[src/rtl/rv_ctrl_pkg.sv]
// Shared opcodes, FSM states and datapath select encodings for the multi-cycle RV32I control unit.
package rv_ctrl_pkg;

    localparam logic [6:0] OP_R      = 7'b0110011;
    localparam logic [6:0] OP_I      = 7'b0010011;
    localparam logic [6:0] OP_LOAD   = 7'b0000011;
    localparam logic [6:0] OP_STORE  = 7'b0100011;
    localparam logic [6:0] OP_BRANCH = 7'b1100011;
    localparam logic [6:0] OP_JAL    = 7'b1101111;
    localparam logic [6:0] OP_JALR   = 7'b1100111;
    localparam logic [6:0] OP_LUI    = 7'b0110111;
    localparam logic [6:0] OP_AUIPC  = 7'b0010111;

    typedef enum logic [3:0] {
        StFetch, StDecode, StExecR, StExecI, StAddr, StMemRd, StMemWr, StLoadWb,
        StAluWb, StBranch, StJal, StJalr, StLui, StAuipc, StIllegal, StHalt
    } state_e;

    typedef enum logic [1:0] {AluAPc = 2'b00, AluAOldPc = 2'b01, AluARs1 = 2'b10} alu_src_a_e;
    typedef enum logic [1:0] {AluBRs2 = 2'b00, AluBFour = 2'b01, AluBImm = 2'b10} alu_src_b_e;
    typedef enum logic [1:0] {
        AluOpAdd = 2'b00, AluOpBranch = 2'b01, AluOpRType = 2'b10, AluOpIType = 2'b11
    } aluop_e;
    typedef enum logic [1:0] {WbAluOut = 2'b00, WbMdr = 2'b01, WbPc = 2'b10, WbImm = 2'b11} memtoreg_e;

    // One-hot instruction class; all-zero means illegal.
    typedef struct packed {
        logic r;
        logic i;
        logic load;
        logic store;
        logic branch;
        logic jal;
        logic jalr;
        logic lui;
        logic auipc;
    } op_class_t;

endpackage

[src/rtl/multicycle_control_unit_if.sv]
// Control bundle between the multi-cycle FSM (master) and the datapath/memory side (slave).
interface multicycle_control_unit_if;

    logic [31:0] instr;
    logic        mem_ready;
    logic        mem_req;
    logic        iord;
    logic        memread;
    logic        memwrite;
    logic        ir_write;
    logic        pc_write;
    logic        branch;
    logic        pc_src;
    logic [1:0]  alu_src_a;
    logic [1:0]  alu_src_b;
    logic [1:0]  aluop;
    logic        regwrite;
    logic [1:0]  memtoreg;
    logic        illegal;
    logic        retire;

    modport master (
        input  instr, mem_ready,
        output mem_req, iord, memread, memwrite, ir_write, pc_write, branch, pc_src,
               alu_src_a, alu_src_b, aluop, regwrite, memtoreg, illegal, retire
    );

    modport slave (
        output instr, mem_ready,
        input  mem_req, iord, memread, memwrite, ir_write, pc_write, branch, pc_src,
               alu_src_a, alu_src_b, aluop, regwrite, memtoreg, illegal, retire
    );

endinterface

[src/rtl/opcode_class_decoder.sv]
// Maps a 7-bit RV32I opcode to a one-hot instruction class; JAL/JALR/LUI/AUIPC gated by ENABLE_JU.
module opcode_class_decoder
    import rv_ctrl_pkg::*;
#(
    parameter bit ENABLE_JU = 1'b1
) (
    input  logic [6:0] i_opcode,
    output op_class_t  o_class,
    output logic       o_illegal
);

    always_comb begin
        o_class = '0;
        case (i_opcode)
            OP_R:      o_class.r      = 1'b1;
            OP_I:      o_class.i      = 1'b1;
            OP_LOAD:   o_class.load   = 1'b1;
            OP_STORE:  o_class.store  = 1'b1;
            OP_BRANCH: o_class.branch = 1'b1;
            OP_JAL:    o_class.jal    = ENABLE_JU;
            OP_JALR:   o_class.jalr   = ENABLE_JU;
            OP_LUI:    o_class.lui    = ENABLE_JU;
            OP_AUIPC:  o_class.auipc  = ENABLE_JU;
            default:   o_class        = '0;
        endcase
        o_illegal = ~|o_class;
    end

endmodule

[src/rtl/multicycle_control_unit.sv]
// Multi-cycle RV32I main control FSM: Moore selects per state, Mealy IR/PC writes and memory exits
// on mem_ready, all outputs forced low while rst is high.
module multicycle_control_unit
    import rv_ctrl_pkg::*;
#(
    parameter bit ENABLE_JU    = 1'b1,
    parameter bit ILLEGAL_HALT = 1'b0
) (
    input  logic                        clk,
    input  logic                        rst,
    multicycle_control_unit_if.master   bus
);

    state_e    r_state;
    state_e    w_state_next;
    op_class_t w_class;
    logic      w_illegal;
    logic      w_unused;

    assign w_unused = ^bus.instr[31:7];

    opcode_class_decoder #(
        .ENABLE_JU (ENABLE_JU)
    ) u_decoder (
        .i_opcode  (bus.instr[6:0]),
        .o_class   (w_class),
        .o_illegal (w_illegal)
    );

    always_comb begin
        w_state_next  = r_state;
        bus.mem_req   = 1'b0;
        bus.iord      = 1'b0;
        bus.memread   = 1'b0;
        bus.memwrite  = 1'b0;
        bus.ir_write  = 1'b0;
        bus.pc_write  = 1'b0;
        bus.branch    = 1'b0;
        bus.pc_src    = 1'b0;
        bus.alu_src_a = AluAPc;
        bus.alu_src_b = AluBRs2;
        bus.aluop     = AluOpAdd;
        bus.regwrite  = 1'b0;
        bus.memtoreg  = WbAluOut;
        bus.illegal   = 1'b0;
        bus.retire    = 1'b0;
        if (!rst) begin
            unique case (r_state)
                StFetch: begin
                    bus.mem_req   = 1'b1;
                    bus.alu_src_b = AluBFour;
                    if (bus.mem_ready) begin
                        bus.ir_write = 1'b1;
                        bus.pc_write = 1'b1;
                        w_state_next = StDecode;
                    end
                end
                StDecode: begin
                    bus.alu_src_a = AluAOldPc;
                    bus.alu_src_b = AluBImm;
                    if (w_illegal) begin
                        w_state_next = StIllegal;
                    end else begin
                        unique case (1'b1)
                            w_class.r:                w_state_next = StExecR;
                            w_class.i:                w_state_next = StExecI;
                            w_class.load, w_class.store: w_state_next = StAddr;
                            w_class.branch:           w_state_next = StBranch;
                            w_class.jal:              w_state_next = StJal;
                            w_class.jalr:             w_state_next = StJalr;
                            w_class.lui:              w_state_next = StLui;
                            w_class.auipc:            w_state_next = StAuipc;
                        endcase
                    end
                end
                StExecR: begin
                    bus.alu_src_a = AluARs1;
                    bus.alu_src_b = AluBRs2;
                    bus.aluop     = AluOpRType;
                    w_state_next  = StAluWb;
                end
                StExecI: begin
                    bus.alu_src_a = AluARs1;
                    bus.alu_src_b = AluBImm;
                    bus.aluop     = AluOpIType;
                    w_state_next  = StAluWb;
                end
                StAddr: begin
                    bus.alu_src_a = AluARs1;
                    bus.alu_src_b = AluBImm;
                    w_state_next  = w_class.store ? StMemWr : StMemRd;
                end
                StMemRd: begin
                    bus.mem_req = 1'b1;
                    bus.iord    = 1'b1;
                    bus.memread = 1'b1;
                    if (bus.mem_ready) w_state_next = StLoadWb;
                end
                StMemWr: begin
                    bus.mem_req  = 1'b1;
                    bus.iord     = 1'b1;
                    bus.memwrite = 1'b1;
                    if (bus.mem_ready) w_state_next = StFetch;
                end
                StLoadWb: begin
                    bus.regwrite = 1'b1;
                    bus.memtoreg = WbMdr;
                    w_state_next = StFetch;
                end
                StAluWb, StAuipc: begin
                    bus.regwrite = 1'b1;
                    bus.memtoreg = WbAluOut;
                    w_state_next = StFetch;
                end
                StBranch: begin
                    bus.alu_src_a = AluARs1;
                    bus.alu_src_b = AluBRs2;
                    bus.aluop     = AluOpBranch;
                    bus.branch    = 1'b1;
                    bus.pc_src    = 1'b1;
                    w_state_next  = StFetch;
                end
                StJal: begin
                    bus.regwrite = 1'b1;
                    bus.memtoreg = WbPc;
                    bus.pc_write = 1'b1;
                    bus.pc_src   = 1'b1;
                    w_state_next = StFetch;
                end
                StJalr: begin
                    // Register file captures the old PC (already +4) while the PC takes RS1+IMM.
                    bus.alu_src_a = AluARs1;
                    bus.alu_src_b = AluBImm;
                    bus.pc_write  = 1'b1;
                    bus.regwrite  = 1'b1;
                    bus.memtoreg  = WbPc;
                    w_state_next  = StFetch;
                end
                StLui: begin
                    bus.regwrite = 1'b1;
                    bus.memtoreg = WbImm;
                    w_state_next = StFetch;
                end
                StIllegal: begin
                    bus.illegal  = 1'b1;
                    w_state_next = ILLEGAL_HALT ? StHalt : StFetch;
                end
                StHalt: w_state_next = StHalt;
            endcase
            bus.retire = (r_state != StFetch) && (r_state != StIllegal) &&
                         (w_state_next == StFetch);
        end
    end

    always_ff @(posedge clk) begin
        if (rst) r_state <= StFetch;
        else     r_state <= w_state_next;
    end

endmodule
[src/flat_wrapper.sv]
// flat-port wrapper written by rule: the top's interface ports become plain ports
module multicycle_control_unit_flat import rv_ctrl_pkg::*;
#(
    parameter bit ENABLE_JU    = 1'b1,
    parameter bit ILLEGAL_HALT = 1'b0
)
  (clk, rst, bus_instr, bus_mem_ready, bus_mem_req, bus_iord, bus_memread, bus_memwrite, bus_ir_write, bus_pc_write, bus_branch, bus_pc_src, bus_alu_src_a, bus_alu_src_b, bus_aluop, bus_regwrite, bus_memtoreg, bus_illegal, bus_retire);
  multicycle_control_unit_if bus_i ();
  input  logic clk;
  input  logic rst;
  input wire logic [$bits(bus_i.instr)-1:0] bus_instr;
  input wire logic [$bits(bus_i.mem_ready)-1:0] bus_mem_ready;
  output wire logic [$bits(bus_i.mem_req)-1:0] bus_mem_req;
  output wire logic [$bits(bus_i.iord)-1:0] bus_iord;
  output wire logic [$bits(bus_i.memread)-1:0] bus_memread;
  output wire logic [$bits(bus_i.memwrite)-1:0] bus_memwrite;
  output wire logic [$bits(bus_i.ir_write)-1:0] bus_ir_write;
  output wire logic [$bits(bus_i.pc_write)-1:0] bus_pc_write;
  output wire logic [$bits(bus_i.branch)-1:0] bus_branch;
  output wire logic [$bits(bus_i.pc_src)-1:0] bus_pc_src;
  output wire logic [$bits(bus_i.alu_src_a)-1:0] bus_alu_src_a;
  output wire logic [$bits(bus_i.alu_src_b)-1:0] bus_alu_src_b;
  output wire logic [$bits(bus_i.aluop)-1:0] bus_aluop;
  output wire logic [$bits(bus_i.regwrite)-1:0] bus_regwrite;
  output wire logic [$bits(bus_i.memtoreg)-1:0] bus_memtoreg;
  output wire logic [$bits(bus_i.illegal)-1:0] bus_illegal;
  output wire logic [$bits(bus_i.retire)-1:0] bus_retire;
  assign bus_i.instr = bus_instr;
  assign bus_i.mem_ready = bus_mem_ready;
  assign bus_mem_req = bus_i.mem_req;
  assign bus_iord = bus_i.iord;
  assign bus_memread = bus_i.memread;
  assign bus_memwrite = bus_i.memwrite;
  assign bus_ir_write = bus_i.ir_write;
  assign bus_pc_write = bus_i.pc_write;
  assign bus_branch = bus_i.branch;
  assign bus_pc_src = bus_i.pc_src;
  assign bus_alu_src_a = bus_i.alu_src_a;
  assign bus_alu_src_b = bus_i.alu_src_b;
  assign bus_aluop = bus_i.aluop;
  assign bus_regwrite = bus_i.regwrite;
  assign bus_memtoreg = bus_i.memtoreg;
  assign bus_illegal = bus_i.illegal;
  assign bus_retire = bus_i.retire;
  multicycle_control_unit #(.ENABLE_JU(ENABLE_JU), .ILLEGAL_HALT(ILLEGAL_HALT)) u_core (.clk(clk), .rst(rst), .bus(bus_i));
endmodule
[config.mk]
export PLATFORM = sky130hd
export DESIGN_NAME = multicycle_control_unit_flat
export DESIGN_NICKNAME = d
export VERILOG_FILES = /design/src/rtl/rv_ctrl_pkg.sv /design/src/rtl/multicycle_control_unit_if.sv /design/src/rtl/opcode_class_decoder.sv /design/src/rtl/multicycle_control_unit.sv /design/src/flat_wrapper.sv
export SDC_FILE = /design/constraint.sdc
export NUM_CORES = 1
export LEC_CHECK = 0
export ABC_CLOCK_PERIOD_IN_PS = 3700
export BUFFER_PORTS_ARGS = -buffer_cell sky130_fd_sc_hd__buf_2
export CAP_MARGIN = 10
export CORE_MARGIN = 8
export CORE_UTILIZATION = 43
export CTS_BUF_LIST = sky130_fd_sc_hd__clkbuf_8
export DETAILED_ROUTE_END_ITERATION = 10
export PLACE_DENSITY = 0.88
export SLEW_MARGIN = 20
export SYNTH_ARGS = -nofsm -noshare
export SYNTH_HDL_FRONTEND = slang
export SYNTH_SLANG_ARGS = --single-unit
[constraint.sdc]
create_clock -name clk -period 3.7 [get_ports clk]
set_input_delay 0.37 -clock clk [delete_from_list [all_inputs] [get_ports clk]]
set_output_delay 0.37 -clock clk [all_outputs]
set_load 0.005 [all_outputs]
; After elaboration in Yosys (flattened, before gate mapping)
; Index checks and enable logic that the tools add are counted.
[totals]
out_inout_bits = 19
wordCells = 89
ff_bits = 4
[classes]
n_eq_ne = 25
n_mux = 47
n_reduce_logical = 16
[ops]
columns = operator, count
row1 = $pmux 4 s8, 2
row2 = $eq 4x4->1 const B, 8
row3 = $mux 1, 30
row4 = $eq 7x6->1 const B, 3
row5 = $eq 7x7->1 const B, 3
row6 = $mux 4, 5
row7 = $eq 4x3->1 const B, 4
row8 = $eq 7x5->1 const B, 2
row9 = $pmux 2 s3, 2
row10 = $mux 2, 5
row11 = $reduce_or 2->1, 5
row12 = $reduce_or 9->1, 1
row13 = $eq 4x2->1 const B, 2
row14 = $logic_not 4->1, 2
row15 = $pmux 2 s2, 2
row16 = $reduce_or 8->1, 1
row17 = $eq 7x2->1 const B, 1
row18 = $reduce_or 6->1, 1
row19 = $reduce_or 5->1, 1
row20 = $eq 4x1->1 const B, 1
row21 = $ne 4x4->1 const B, 1
row22 = $reduce_bool 4->1, 1
row23 = $reduce_or 4->1, 1
row24 = $reduce_or 3->1, 1
row25 = other kinds (2), 3

; Depth between registers and ports, before layout
; Gate-level depths: netlist of the first run.
[logic_depth]
ltp_word = 10
depth_mapped = 6
mapped_depth_nobuf = 4

; Modules after synthesis
; A second synthesis of the first run with hierarchy kept.
[hier_totals]
cells_unflattened = 111
area_unflattened_um2 = 720.7
[by_module_without_submodules]
columns = module, instances, seq_area_each_um2, cells_per_inst, area_each_um2
row1 = multicycle_control_unit, 1, 80.1, 90, 589.3
row2 = opcode_class_decoder, 1, 0.0, 21, 131.4

; Worst setup path after synthesis of the first run
; No wires, ideal clock.
[synth_path]
path_kind = input to output
from = input port bus_instr[2]
to = output port bus_retire
path_buffers = 0
cell_stages = 4
setup_slack_ns = 1.856
arrival_ns = 1.474
cell_sequence = or3b_1 > a221o_1 > a32o_1 > a2111oi_4
[synth_between]
elab_chain_cells = 10
[synth_lines]
columns = item, line
row1 = start: declaration, flat_wrapper.sv:11  ; input wire logic [$bits(bus_i.instr)-1:0] bus_instr;
row2 = $eq 7x2->1 / $eq 7x6->1 (equally long branches), opcode_class_decoder.sv:14  ; case (i_opcode)
row3 = $mux 1, opcode_class_decoder.sv:14
row4 = $reduce_or 2->1, multicycle_control_unit.sv:64  ; unique case (1'b1)
row5 = $pmux 4 s8, multicycle_control_unit.sv:64
row6 = $mux 4, multicycle_control_unit.sv:61  ; if (w_illegal) begin
row7 = $pmux 4 s8 *, multicycle_control_unit.sv:48  ; unique case (r_state)
row8 = $mux 4 *, multicycle_control_unit.sv:47  ; if (!rst) begin
row9 = $logic_not 4->1 *, multicycle_control_unit.sv:151  ; (w_state_next == StFetch);
row10 = $logic_and 1x1->1 *, multicycle_control_unit.sv:150  ; bus.retire = (r_state != StFetch) && (r_state != StIllegal) &&
row11 = $mux 1 *, multicycle_control_unit.sv:47
row12 = end: declaration, flat_wrapper.sv:27  ; output wire logic [$bits(bus_i.retire)-1:0] bus_retire;
; Mark *: on every way between the ends. The rest lies on a longest branch, timed or not. The select of a mux whose other input is x is not followed.

; Worst setup path after layout of the first run
[layout_path]
from = register u_core.r_state[3]
to = output port bus_retire
[layout_between]
elab_chain_cells = 7
[layout_lines]
columns = item, line
row1 = start: declaration, multicycle_control_unit.sv:14  ; state_e r_state;
row2 = start signal: assignment, multicycle_control_unit.sv:156  ; if (rst) r_state <= StFetch;
row3 = start signal: assignment, multicycle_control_unit.sv:157  ; else r_state <= w_state_next;
row4 = $eq 4x3->1 (tied with other cells), multicycle_control_unit.sv:48
row5 = $reduce_or 8->1 (no line) / $reduce_or 2->1 (equally long branches), n/a
row6 = $pmux 4 s8, multicycle_control_unit.sv:48
row7 = $mux 4, multicycle_control_unit.sv:47
row8 = $logic_not 4->1, multicycle_control_unit.sv:151
row9 = $logic_and 1x1->1 *, multicycle_control_unit.sv:150
row10 = $mux 1 *, multicycle_control_unit.sv:47
; Marks and branches as above.

==> summary.md, run 1 <==
| Metric | Value |
|---|---|
| CP Class | `register to output port` |
| Largest area contributor in the netlist | `dfxtp_1` |
| TritonCTS clock tree | `built` |
| Vias in the first global route | `773` |
| Die area | `roughly 3100 µm²` |
| 1st-iter DRT viols | `20` |
| Worst Setup End Kind | `output port` |
| Critical path arrival | `2060 ps` |
| Clock skew | `0.508 ps` |
| Die width | `approximately 55 µm` |
| Clock sinks | `4` |
| Synthesis warning total | `0` |
| Library cells used by synthesis | `40` |
| Layout Nets | `157` |
| Seq/Total Area, Yosys | `0.121` |
| Total chip power | `slightly below 500 µW` |
| # Max-Cap Violations | `0` |
| Unrepaired setup endpoints after global routing | `false` |
| CP startpoint kind | `register` |
| Count of input and output buffers | `28` |
| P_int | `258 µW` |
| Synth top area share | `0.121` |
| Met2 Resource Use GR | `0.197` |
| Starting Density | `0.450` |
| Worst-path clk slew | `approximately 30 ps` |
| # rows | `14` |
| Initial antenna violation count | `0` |
| Async SR Flop Fraction | `0` |
| Total GRT Usage | `0.119` |
| Post-synth EDFFs | `0` |
| Cell Pwr Density | `610 nW/µm²` |
| Io pins | `54` |
| Max Slew Vio Count | `0` |
| Area Growth Syn to Fin | `22.5%` |
| Cts hold-fix bufs | `0` |
| Pin count of the biggest net entering global routing | `23` |
| Synth Cell Area | `662 µm²` |
| Synth top cells by count | `nor2_1 (13), nand2_1 (9), nor3_1 (9)` |
| Buf/Inv on CP | `1` |
| Die span in y | `55.2 µm` |
| Layout Cells excl Fill | `136` |
| Most frequent cell after synthesis | `nor2_1` |
| Slowest CP cell | `dfxtp_1` |
| Status | `finished, final reports clean` |
| Ant diodes | `0` |
| Clock Power Share | `0.184` |
| DRC viols | `0` |
| Final setup fails | `0` |
| Synth Instances | `96` |
| Area contributors post-synth | `dfxtp_1 (12%), nand2b_1 (7.6%), nor2_1 (7.4%)` |
| Met3 usage | `0.0571` |
| Comb pwr share | `0.561` |
| Detailed Place HPWL | `around 1500 µm` |
| Worst path max stage delay | `about 780 ps` |
| #FFs+latches synth | `4` |
| Register with the most flip-flops | `u_core.r_state` |
| Overflow after GRT | `0` |
| Antenna viol nets, final | `0` |
| Final non-filler cell area | `811 µm²` |
| CP required | `3330 ps` |
| Top Registers | `u_core.r_state: 4 flops` |
| First-pass GRT wire length | `3200 µm` |
| Pre-antenna DRT Iters | `4` |
| CTS Buffer Depth | `2` |
| Total CTS buffers | `3` |
| Share of layout cells above drive strength 1 | `0.300` |
| Hold path startpoint | `bus_mem_ready` |
| Clock root buffer | `clkbuf_8` |
| Reg power frac | `0.254` |
| Sw power | `236 µW` |
| Total Wirelength | `1880 µm` |
| Peak supply drop | `0.325 mV` |
| Slew HR | `0.513` |
| GRT Max-Usage Layer | `met2` |
| Placed cell count | `between 100 and 150` |
| Setup TNS | `0 ps` |
| Static Leak | `approximately 0.00034 µW` |
| Max FFs per register | `4` |
| Switching Share | `0.478` |
| GR Util met1 | `0.131` |
| Total vias in the final route | `810` |
| Worst-path cell chain | `nand2b_1, a31o_2, a2111oi_4, buf_2` |
| Tmin final | `2430 ps` |
| Actual slew at the worst max-slew pin | `around 730 ps` |
| Vias per cell | `5.96` |
| WL/cell | `13.8 µm` |
| Syn Nets | `131` |
| Fmax | `411 MHz` |
| Worst skew pair latency | `220 ps` |
| Post-CTS Setup Inserts | `0` |
| Crit Path Max Fanout | `22` |
| Area of placed instances | `769 µm²` |
| Worst setup path startpoint | `u_core.r_state[3]` |
| Depth of the CTS H-tree | `1` |
| Post-cts resize count | `0` |
| GPL Wtd Cong | `around 0.83` |
| Syn avg cell area | `6.89 µm²` |
| CP top delay family | `flip-flops` |
| Hold Path Class | `input pin to register` |
| Worst R2R Start | `u_core.r_state[2]` |
| Core area | `1470 µm²` |
| Synth Flop Type | `dfxtp_1` |
| Final worst path period share | `0.657` |
| Final count of hold timing violations | `0` |
## worst reg2reg max path, cell delays in order, from the launching register on
cell and delay, ps:
dfxtp_1 660, nand2b_1 250, or3_1 390, a311oi_1 270
## cells in the final DEF (no fill, tap or decap), drive strengths merged, types with 3 or more instances in the layout
master	count
a21oi	4
buf	28
clkbuf	3
dfxtp	4
nand2	9
nand2b	8
nor2	14
nor3	10
nor4	4
o21ai	4
## final cells by class
class                      count  area (µm²)
sequential                     4        80.1
clock buffer                   3        41.3
timing repair buffer          28         140
multi-input combinational     83         522
inverter                       2        7.51
tap                           16        20.0
fill                         154         661
## power groups by stage
stage	Sequential [µW]	Clock [µW]	Combinational, µW
6_report	126	91.1	278
5_1_grt	133	98.3	308
4_1_cts	125	94.0	280
3_5_place_dp	125	0	279
3_3_place_gp	123	0	268
2_1_floorplan	72.2	0	269
## worst paths after layout
path                            end  slack [ps]  cells past startpoint
hold reg to reg   u_core.r_state[1]         750                      2
hold / removal    u_core.r_state[0]         490                      3
setup / recovery         bus_retire        1270                      4
setup reg to reg  u_core.r_state[0]        2040                      3
## per-stage QoR
step	setup slack (ps)	hold slack, ps	utilization
2_1_floorplan	1860	551	-
3_3_place_gp	1540	712	0.523
3_5_place_dp	1510	716	0.523
4_1_cts	1270	489	0.551
5_1_grt	1150	493	0.551
6_report	1270	491	0.551
## per-layer routing
layer	routed length, µm	up-vias
li1	-	400
met4	0	0
met3	237	0
met2	891	47
met1	751	363
met5	0	-
## kinds of logic after synthesis
| family | after synthesis | synth area share |
|---|---|---|
| XOR/XNOR | 1 | 0.0132 |
| flip-flops | 4 | 0.121 |
| AND/OR/NAND/NOR | 60 | 0.499 |
| multiplexers | 1 | 0.0151 |
| buffers and inverters | 9 | 0.0907 |
| AO/OA/AOI/OAI | 21 | 0.261 |
No activity file was read; power rests on OpenSTA's default activity.
==> run 2: changes to the inputs <==
Settings changed: ABC_CLOCK_PERIOD_IN_PS 3700 to 2450, CORE_UTILIZATION 43 to 40, PLACE_DENSITY 0.88 to 0.82.
Clock period 3.7 ns to 2.45 ns, I/O delays scaled along.
==> run 2 against run 1 <==
  * Utilization decreased by 0.42 points
  * Power increased by 54%
  * Sequential power increased by 25%
  * Sequential share of layout area decreased by 0.27 points
  * Hold slack got worse by 110 ps
  * Non-clock buffer count increased by 3
  * Critical path type unchanged
  * Critical endpoint unchanged
  * Largest power group unchanged
==> summary.md, run 2 (same netlist as run 1, synthesis figures left out) <==
| Metric | Value |
|---|---|
| Starting Density | `0.434 (-0.0155)` |
| Total GRT Usage | `0.116 (-0.00261)` |
| Total CTS buffers | `3 (unchanged)` |
| Sw power | `357 µW (+51%)` |
| Antenna viol nets, final | `0 (unchanged)` |
| RR Endpoint | `u_core.r_state[0]` |
| GPL Wtd Cong | `0.875 (+4.9%)` |
| Hold Path Class | `input pin to register` |
| CP Class | `register to output port` |
| Actual slew at the worst max-slew pin | `573 ps (-157 ps)` |
| CP top delay family | `compound AO/OA/AOI/OAI gates` |
| Io pins | `54 (unchanged)` |
| CP required | `2200 ps (-1130 ps)` |
| Clock sinks | `4 (unchanged)` |
| Detailed Place HPWL | `1530 µm (+3.0%)` |
| Max FFs per register | `4 (unchanged)` |
| Peak supply drop | `0.485 mV (+49%)` |
| # Max-Cap Violations | `0 (unchanged)` |
| Final worst path period share | `0.835` |
| Cts hold-fix bufs | `0 (unchanged)` |
| Die area | `3210 µm² (+5.3%)` |
| WL/cell | `13.7 µm (-0.60%)` |
| Worst path max stage delay | `670 ps (-110 ps)` |
| Max Slew Vio Count | `0 (unchanged)` |
| P_int | `404 µW (+57%)` |
| Switching Share | `0.469 (-0.00891)` |
| Flop-to-flop setup slack | `840 ps (-1200 ps)` |
| Slew HR | `0.618 (+0.105)` |
| Worst-path cell chain | `o21ai_0, a32o_1, a2111oi_4, buf_2` |
| Reg power frac | `0.206 (-0.048)` |
| # rows | `14 (unchanged)` |
| Worst Setup End Kind | `output port` |
| Critical path arrival | `1800 ps (-260 ps)` |
| Most frequent cells in the layout | `buf_2 (28), nor2_1 (13), nand2_1 (9), nor3_1 (9), nand2b_1 (8)` |
| First-pass GRT wire length | `3280 µm (+2.6%)` |
| Final count of hold timing violations | `0 (unchanged)` |
| Overflow after GRT | `0 (unchanged)` |
| Register with the most flip-flops | `u_core.r_state` |
| Area occupied by multi-input gates | `522 µm² (unchanged)` |
| Worst setup path startpoint | `u_core.r_state[0]` |
| Cell Pwr Density | `914 nW/µm² (+50%)` |
| Total vias in the final route | `789 (-2.6%)` |
| Tmin final | `between 2000 and 2500 ps` |
| Worst skew pair latency | `210 ps (about the same)` |
| Area Growth Syn to Fin | `25.9%` |
| Total Wirelength | `1910 µm (+1.6%)` |
| Slowest CP cell | `dfxtp_1` |
| Pin count of the biggest net entering global routing | `17 (-26%)` |
| Fmax | `slightly below 500 MHz` |
| Clock Power Share | `0.174 (-0.010)` |
| CP startpoint kind | `register` |
| Pre-antenna DRT Iters | `4 (unchanged)` |
| Fillers | `165 (+7.1%)` |
| Final setup fails | `0 (unchanged)` |
| Hold path startpoint | `bus_mem_ready` |
| Commonest non-fill, non-tap cell in the layout | `buf_2` |
| TritonCTS clock tree | `built` |
| Comb pwr share | `0.620 (+0.059)` |
| Clock root buffer | `clkbuf_8` |
| Unrepaired setup endpoints after global routing | `false` |
| Ant diodes | `0 (unchanged)` |
| Total chip power | `762 µW (+54%)` |
| DRC viols | `0 (unchanged)` |
| Share of layout cells above drive strength 1 | `0.317 (+0.0171)` |
| Storage cell area | `80.1 µm² (unchanged)` |
| Post-cts resize count | `0 (unchanged)` |
| Levels on crit path | `4 (unchanged)` |
| Top Registers | `u_core.r_state: 4 flops` |
| Post-CTS Setup Inserts | `0 (unchanged)` |
| Vias in the first global route | `786 (+1.7%)` |
| Worst-path clk slew | `30 ps (about the same)` |
| Vias per cell | `5.68 (-4.7%)` |
| Depth of the CTS H-tree | `1 (unchanged)` |
| Count of input and output buffers | `28 (unchanged)` |
| Buf/Inv on CP | `1 (unchanged)` |
| Status | `finished, final reports clean` |
| Cell count of the worst reg-to-reg path | `4 (+1)` |
| Initial antenna violation count | `0 (unchanged)` |
| Core area | `1520 µm² (+3.6%)` |
| Crit Path Max Fanout | `16 (-27%)` |
| Layout Nets | `160 (+1.9%)` |
| Clock skew | `2.86 ps (+2.35 ps)` |
| CTS Buffer Depth | `2 (unchanged)` |
| Die span in y | `56.7 µm (+2.6%)` |
| Worst R2R Start | `u_core.r_state[0]` |
| Die width | `56.7 µm (+2.6%)` |
| 1st-iter DRT viols | `29 (+45%)` |
| Static Leak | `0.000357 µW (+4.7%)` |
| Setup TNS | `0 ps (unchanged)` |
| Worst Setup EP | `bus_retire` |
==> run 2: changes by cell type in the layout (fill, tap and decap cells not counted) <==
cell	previous run	this run
buf_4	0	3
==> run 2: area by class of cell <==
| cell class | instances | share of cell area |
|---|---|---|
| multi-input cells | 83 | 0.626 |
| inverters | 2 | 0.00901 |
| flip-flops and latches | 4 | 0.0961 |
| clock buffers | 3 | 0.0495 |
| well taps | 16 | 0.0240 |
| repair buffers | 31 | 0.195 |
==> run 2: per-stage QoR <==
stage	hold slack, ps	instances	util	cell area [µm²]	setup slack [ps]
floorplan	426	96	-	662	856
detailed placement	602	136	0.520	792	544
finish	383	139	0.547	833	403
CTS	379	139	0.547	833	441
global route	390	139	0.547	833	277
global placement	592	136	0.520	792	544
==> run 2: how the worst min path moves through the flow <==
stage                     cells after the start                 to
final                                         3  u_core.r_state[0]
after global routing                          3  u_core.r_state[0]
after CTS                                     3  u_core.r_state[0]
after detailed placement                      3  u_core.r_state[0]
after global placement                        2  u_core.r_state[3]
after floorplan                               2  u_core.r_state[0]
==> run 2: worst reg2reg max path: cells and delay by family (launching register included) <==
family,cells,cell delay [ps]
DFF,1,670
and+or+nand+nor,3,550
AOI/OAI and AO/OA,1,280
==> run 2: power by group through the flow <==
stage	logic [µW]	registers, µW	clock network, µW
2_1_floorplan	407	109	0
3_3_place_gp	463	152	0
3_5_place_dp	472	155	0
4_1_cts	474	154	136
5_1_grt	526	165	144
6_report	473	157	132
==> run 2: metal layers <==
layer  wire [µm]  global-route usage  part of all wire
met5           0                   0                 0
met4           0              0.0275                 0
met3         148              0.0472             0.078
met2         861               0.187              0.45
met1         900               0.139              0.47
